===== src/rtl/count_run_sequencer.sv =====
// Run/pause/stop sequencer for a two-digit BCD counter. A synchronous prescaler
// produces one step every DIV_MAX+1 RUN cycles; digits count up or down and stop on stop_val.
module count_run_sequencer #(
  parameter int unsigned DIV_MAX = 25,
  parameter int unsigned DIV_W   = 28
) (
  input  logic       clk,
  input  logic       reset,
  input  logic       start,
  input  logic       pause,
  input  logic       clear,
  input  logic       up_down,
  input  logic [7:0] stop_val,
  output logic [3:0] ones,
  output logic [3:0] tens,
  output logic       tick,
  output logic       carry,
  output logic       running,
  output logic       done
);

  typedef enum logic [1:0] {
    ST_IDLE  = 2'd0,
    ST_RUN   = 2'd1,
    ST_PAUSE = 2'd2,
    ST_DONE  = 2'd3
  } state_t;

  localparam logic [DIV_W-1:0] DIV_MAX_C = DIV_W'(DIV_MAX);

  state_t           state_q, state_d;
  logic [DIV_W-1:0] presc_q, presc_d;
  logic [3:0]       ones_q, ones_d;
  logic [3:0]       tens_q, tens_d;
  logic             tick_q, tick_d;
  logic             carry_q, carry_d;
  logic             running_q, running_d;
  logic             done_q, done_d;
  logic [8:0]       next_digits_s;
  logic             hit_s;

  // One BCD step on both nibbles; result is {wrap, tens, ones}, never leaving 0..9.
  function automatic logic [8:0] bcd_step(input logic [3:0] t, input logic [3:0] o,
                                          input logic up);
    logic [3:0] nt;
    logic [3:0] no;
    logic       wrap;
    nt   = t;
    no   = o;
    wrap = 1'b0;
    if (up) begin
      if (o >= 4'd9) begin
        no = 4'd0;
        if (t >= 4'd9) begin
          nt   = 4'd0;
          wrap = 1'b1;
        end else begin
          nt = t + 4'd1;
        end
      end else begin
        no = o + 4'd1;
      end
    end else begin
      if (o == 4'd0) begin
        no = 4'd9;
        if (t == 4'd0) begin
          nt   = 4'd9;
          wrap = 1'b1;
        end else begin
          nt = t - 4'd1;
        end
      end else begin
        no = o - 4'd1;
      end
    end
    return {wrap, nt, no};
  endfunction

  // A stop value with any non-decimal nibble never matches.
  function automatic logic stop_hit(input logic [7:0] digits, input logic [7:0] sv);
    return (sv[7:4] <= 4'd9) && (sv[3:0] <= 4'd9) && (digits == sv);
  endfunction

  assign next_digits_s = bcd_step(tens_q, ones_q, up_down);
  assign hit_s         = stop_hit(next_digits_s[7:0], stop_val);

  // Next-state, prescaler and digit update; clear overrides everything else.
  always_comb begin
    state_d = state_q;
    presc_d = presc_q;
    ones_d  = ones_q;
    tens_d  = tens_q;
    tick_d  = 1'b0;
    carry_d = 1'b0;
    if (clear) begin
      state_d = ST_IDLE;
      presc_d = '0;
      ones_d  = 4'd0;
      tens_d  = 4'd0;
    end else begin
      case (state_q)
        ST_IDLE: begin
          presc_d = '0;
          if (start) begin
            state_d = ST_RUN;
          end else begin
            state_d = ST_IDLE;
          end
        end
        ST_RUN: begin
          if (presc_q == DIV_MAX_C) begin
            presc_d = '0;
            tens_d  = next_digits_s[7:4];
            ones_d  = next_digits_s[3:0];
            tick_d  = 1'b1;
            carry_d = next_digits_s[8];
            // A terminal match wins over a coincident pause.
            if (hit_s) begin
              state_d = ST_DONE;
            end else if (start) begin
              state_d = ST_RUN;
            end else if (pause) begin
              state_d = ST_PAUSE;
            end else begin
              state_d = ST_RUN;
            end
          end else if (start) begin
            presc_d = presc_q + DIV_W'(1);
          end else if (pause) begin
            state_d = ST_PAUSE;
            presc_d = presc_q;
          end else begin
            presc_d = presc_q + DIV_W'(1);
          end
        end
        ST_PAUSE: begin
          if (start) begin
            state_d = ST_RUN;
          end else begin
            state_d = ST_PAUSE;
          end
        end
        ST_DONE: begin
          presc_d = '0;
          if (start) begin
            state_d = ST_RUN;
            ones_d  = 4'd0;
            tens_d  = 4'd0;
          end else begin
            state_d = ST_DONE;
          end
        end
        default: begin
          state_d = ST_IDLE;
          presc_d = '0;
        end
      endcase
    end
    running_d = (state_d == ST_RUN);
    done_d    = (state_d == ST_DONE);
  end

  // State, prescaler and registered outputs.
  always_ff @(posedge clk or posedge reset) begin
    if (reset) begin
      state_q   <= ST_IDLE;
      presc_q   <= '0;
      ones_q    <= 4'd0;
      tens_q    <= 4'd0;
      tick_q    <= 1'b0;
      carry_q   <= 1'b0;
      running_q <= 1'b0;
      done_q    <= 1'b0;
    end else begin
      state_q   <= state_d;
      presc_q   <= presc_d;
      ones_q    <= ones_d;
      tens_q    <= tens_d;
      tick_q    <= tick_d;
      carry_q   <= carry_d;
      running_q <= running_d;
      done_q    <= done_d;
    end
  end

  assign ones    = ones_q;
  assign tens    = tens_q;
  assign tick    = tick_q;
  assign carry   = carry_q;
  assign running = running_q;
  assign done    = done_q;

endmodule


===== config.mk =====
export PLATFORM = sky130hd
export DESIGN_NAME = count_run_sequencer
export DESIGN_NICKNAME = d
export VERILOG_FILES = /design/src/rtl/count_run_sequencer.sv
export SDC_FILE = /design/constraint.sdc
export NUM_CORES = 1
export LEC_CHECK = 0
export CAP_MARGIN = 25
export CORE_UTILIZATION = 43
export CTS_CLUSTER_DIAMETER = 60
export DETAILED_ROUTE_END_ITERATION = 6
export GPL_ROUTABILITY_DRIVEN = 0
export GPL_TIMING_DRIVEN = 0
export HOLD_SLACK_MARGIN = 0.1
export SETUP_SLACK_MARGIN = 0.3
export SLEW_MARGIN = 20
export SYNTH_ARGS = -nofsm -noshare
export SYNTH_HDL_FRONTEND = slang
export SYNTH_SLANG_ARGS = --single-unit

===== constraint.sdc =====
create_clock -name clk -period 3.1 [get_ports clk]
set_input_delay 0.465 -clock clk [delete_from_list [all_inputs] [get_ports clk]]
set_output_delay 0.465 -clock clk [all_outputs]
set_load 0.005 [all_outputs]

# After elaboration in Yosys (flattened, before gate mapping)
# Cells that the tools add are included.
# word_totals
register_bits,42
# classes
n_eq_ne,10
n_lt_le_gt_ge,4
reduce_logical,10
mux,42
n_addsub,5
# op_table
cell,count
two-way mux 28 bit,4
one-hot mux 28 bit (2 select lines),1
two-way mux 4 bit,13
adder 28 x 1 -> 28 bit (second input constant),1
== test 28 x 5 -> 1 bit (second input constant),1
two-way mux 2 bit,9
one-hot mux 4 bit (2 select lines),2
two-way mux 1 bit,12
adder 4 x 1 -> 4 bit (second input constant),2
== test 8 bit,1
>= comparator 4 bit (second input constant),2
less-or-equal comparator 4 bit (second input constant),2
zero test 4 bit,2
one-hot mux 2 bit (4 select lines),1
subtractor 4 x 1 -> 4 bit (second input constant),2
== test 2 bit (second input constant),3
!= test 3 bit (second input constant),2
nonzero test 3 bit,2
!= test 5 bit (second input constant),1
== test 2 x 1 -> 1 bit (second input constant),2
AND reduction 3 bit,1
logical AND 1 bit,2
zero test 2 bit,1
AND reduction 2 bit,1
OR reduction 2 bit,1

# Longest topological paths before layout
# logic_depth
word_depth,11
mapped_depth,13

# Least setup slack after synthesis
# Ideal clock, no wire load.
# synth_timing
kind,reg-to-reg
startpoint,reg ones_q[0] (netlist: ones[0])
endpoint,reg running_q (netlist: running)
arrival_time_ps,2573
setup_ps,119
path_stages_with_launch,13
t_required_ps,2981
period_less_slack_ps,2692
setup_slack_ps,408
path_cell_list,dfrtp_1 -> inv_1 -> ha_1 -> or3b_1 -> buf_2 -> and2_1 -> buf_6 -> a21oi_2 -> xnor2_1 -> o311ai_0 -> nor4_2 -> a31oi_1 -> o21a_1
# synth_via
elab_chain_cells,10
# synth_rtl
element,line,source
from (decl),33,"logic [3:0] ones_q, ones_d;"
from (signal assigned),177,ones_q <= ones_d;
subtractor 4 x 1 -> 4 bit (tied with other cells),73,no = o - 4'd1;
two-way mux 4 bit (on tied branches),"64, 52",
two-way mux 4 bit,51,if (up) begin
== test 8 bit (*),81,return (sv[7:4] <= 4'd9) && (sv[3:0] <= 4'd9) && (digits == sv);
logical AND 1 bit (*),81,
two-way mux 2 bit (*),118,if (hit_s) begin
two-way mux 2 bit (*),111,if (presc_q == DIV_MAX_C) begin
one-hot mux 2 bit (4 select lines) (*),101,case (state_q)
two-way mux 2 bit (*),95,if (clear) begin
== test 2 x 1 -> 1 bit (*),159,running_d = (state_d == ST_RUN);
via running_d,37,"logic running_q, running_d;"
to (signal assigned),181,running_q <= running_d;
to (decl),37,
# Mark *: on every way through the listed nets, which the timed path passes. The rest lies on a longest branch.
# A chain may end at the register's enable or synchronous reset.

# Worst setup path after layout
# Ends and elaborated chain as after synthesis.

==> impl_metrics.py <==
metrics = {
    "outcome": {
        "status": "complete, no violations",
    },
    "floorplanning": {
        "coreArea_um2": 6420,
        "dieArea_um2": 7090,
        "start_util_pct": 45.3,
        "fp.dieW_um": 84.2,
        "die_y_um": 84.2,
        "ios": 26,
        "rows": 29,
    },
    "worst_setup_path": {
        "cp-end-kind": "flop",
        "reg2reg_from": "ones[0]",
        "crit_path_start_kind": "flop",
        "crit_fanout": 7,
        "worst-r2r-cell-count": 13,
        "cp.required_ps": 3290,
        "r2r-end": "running",
        "crit_slowest_cell": "dfrtp_2",
        "slowest_delay_ps": 440,
        "crit_path_frequent_cell": "buf_6",
        "critPathKind": "reg -> reg",
        "worst-r2r-setup-slack_ps": 380,
        "cp_cell_sequence": "inv_2 > ha_4 > or3b_1 > buf_6 > and2_1 > buf_6 > a21oi_4 > xnor2_2 > o311ai_2 > nor4_2 > buf_4 > a31oi_4 > o21a_1",
        "critPathArrivalTime_ps": 2910,
    },
    "clocking": {
        "path_clk_slew_ps": 80,
        "clk_latency_ps": 290,
        "cts_buffer_depth": 2,
        "cts_hold_buf": 0,
        "cts_tree": "done",
        "root_buffer": "clkbuf_8",
        "clkSinkCount": 42,
        "numCtsBuffers": 5,
        "htreeDepth": 2,
    },
    "synth": {
        "synth.distinct_cells": 66,
        "syn_area_um2": 2910,
        "synth_edf_count": 0,
        "synthesis.nets": 359,
        "synth.yosys.warnings": 0,
        "seq_area_frac_synth_pct": 36.2,
        "netlist_instances": 333,
        "avgSynthCellArea_um2": 8.73,
        "synth_top_cell_area_share_pct": 36.2,
        "synth.area.top_cells": "dfrtp_1 36%, xnor2_1 5.4%, ha_1 5.2%, nor2_1 4.3%, nand2_1 3.7%",
        "synthFlopType": "dfrtp_1",
        "async_flop_share_pct": 100,
        "ys_ff_latch": 42,
        "synth.largest_area_cell": "dfrtp_1",
    },
    "sta": {
        "slew_headroom_pct": 65.3,
        "period_needed_ps": 2720,
        "finalCritPeriodShare_pct": 87.6,
        "setup_violations": 0,
        "rsz0062_at_grt": "true",
        "holdWs_ps": 495,
        "hold_violations": 0,
        "skew_ps": 9.01,
        "worst_pin_slew_ps": 519,
        "fmax_ghz": 0.368,
        "report.final.slew_viol_count": 0,
    },
    "global_route": {
        "antenna_found_initial": 0,
        "grt_overflow_total": 0,
        "grt_pass1_vias": 2386,
        "grt_pass1_wl_um": 11700,
        "grtUsageTotal_pct": 20.6,
        "grt_max_degree": 27,
    },
    "pwr": {
        "vdd_drop_max_uv": 209,
        "power.total_mw": 1.03,
        "power_leakage_nw": 1.38,
        "power.density_nw_per_um2": 288,
    },
    "place": {
        "portBuffers": 24,
        "dp_hpwl_um": 5080,
        "placed_cell_area_um2": 3260,
    },
    "run": {
        "drv_cap": 0,
    },
    "route": {
        "drt_iter0_markers": 169,
        "firstDrtPassIters": 5,
        "wl_per_cell_um": 15.7,
        "routed-via-count": 2562,
        "drcViolationCount": 0,
        "drt-total-wl_um": 7090,
        "post_drt_via_cell_ratio": 5.68,
        "drt.antenna.violating_nets": 0,
    },
    "layout": {
        "fin_nets": 399,
        "mostFrequentLayoutCells": "39 x dfrtp_1, 33 x nor2_1, 29 x nand2_1, 24 x clkdlybuf4s50_1, 18 x o21ai_0",
        "utilization_pct": 55.6,
        "postLayoutCellArea_um2": 3570,
        "layout-drive-gt1-share_pct": 17.9,
        "area_growth_pct": 22.8,
        "final_common_cell": "dfrtp_1",
        "diodes": 0,
    },
    "min_path": {
        "hold_class": "in -> async",
    },
}
==> critical path, delay by kind of cell (launching register included) <==
kind,cells,cell delay (ps)
AO/OA/AOI/OAI,4,600
XOR/XNOR,1,140
AND/OR/NAND/NOR,3,750
adder cells (fa/ha/maj),1,130
buffers and inverters,4,560
flip-flops,1,440
==> worst max-delay path by stage <==
stage	startpoint	end	slack, ps	depth (start not counted)
final	ones[0]	running	380	13
after CTS	tens[0]	running	280	11
after global routing	ones[0]	running	250	13
after global placement	ones[0]	running	-10	12
after detailed placement	ones[0]	running	20	12
after floorplan	ones[0]	running	410	12
==> cells in the mapped netlist (6+ instances only) <==
master    count
ha_1         12
nor3_1       14
and3_1        7
xor2_1       12
clkbuf_1      7
a31oi_1       6
xnor2_1      18
nand2_1      29
nand2b_1     10
inv_1        17
nor2_1       33
a21oi_1      12
o21ai_0      18
dfrtp_1      42
nand3_1      10
==> metal layers <==
metal | up-vias | track usage (%) | wire [um]
li1 | 1253 | - | -
met1 | 1242 | 30.8 | 3550
met2 | 60 | 30.6 | 3120
met3 | 7 | 4.03 | 338
met4 | 0 | 5.17 | 75
met5 | - | 0 | 0
==> area by class of cell <==
| class | instances | area [um^2] |
|---|---|---|
| multi-input cells | 260 | 1850 |
| inverters | 18 | 67.6 |
| well taps | 77 | 96.3 |
| repair buffers | 33 | 320 |
| fillers | 585 | 2850 |
| clock inverters | 1 | 5.00 |
| clock buffers | 7 | 86.3 |
| flip-flops and latches | 42 | 1050 |
| plain buffers | 13 | 90.1 |
==> logic make-up (layout without fill, tap and decap cells) <==
group	count (synthesis)	after routing	share of synthesized area (%)
AOI/OAI and AO/OA	73	73	17.8
DFF	42	42	36.2
xor gates and xnor gates	30	30	9.04
muxes	2	2	0.689
adders and majority gates	12	12	5.17
buffers and inverters	31	72	4.91
and+or+nand+nor	143	143	26.3
==> stage by stage <==
stage / std cells / setup WS (ps) / setup TNS, ps
floorplan: 333 / 408 / 0
global placement: 434 / -13.3 / -13.3
detailed placement: 435 / 18.0 / 0
CTS: 447 / 282 / 0
global route: 451 / 251 / 0
finish: 451 / 383 / 0
==> report_power, final <==
group          internal, mW  total [mW]  switching [mW]  leakage (nW)
Clock                 0.180       0.364           0.184        0.0482
Combinational        0.0444       0.111          0.0665         0.755
Sequential            0.550       0.553         0.00267         0.580
==> state kept, by name, indices dropped and copies added (netlist names) <==
register / count
carry: 1
state_q: 2
presc_q: 28
ones: 4
tick: 1
done: 1
running: 1
tens: 4
==> what timing repair did <==
action | in CTS | in global routing
setup buffers | 4 | 4
gates resized for setup | 15 | 23
endpoints found under the setup margin | 6 | 24
pin swaps | 1 | 8
Power figures use the tool's default switching activity.
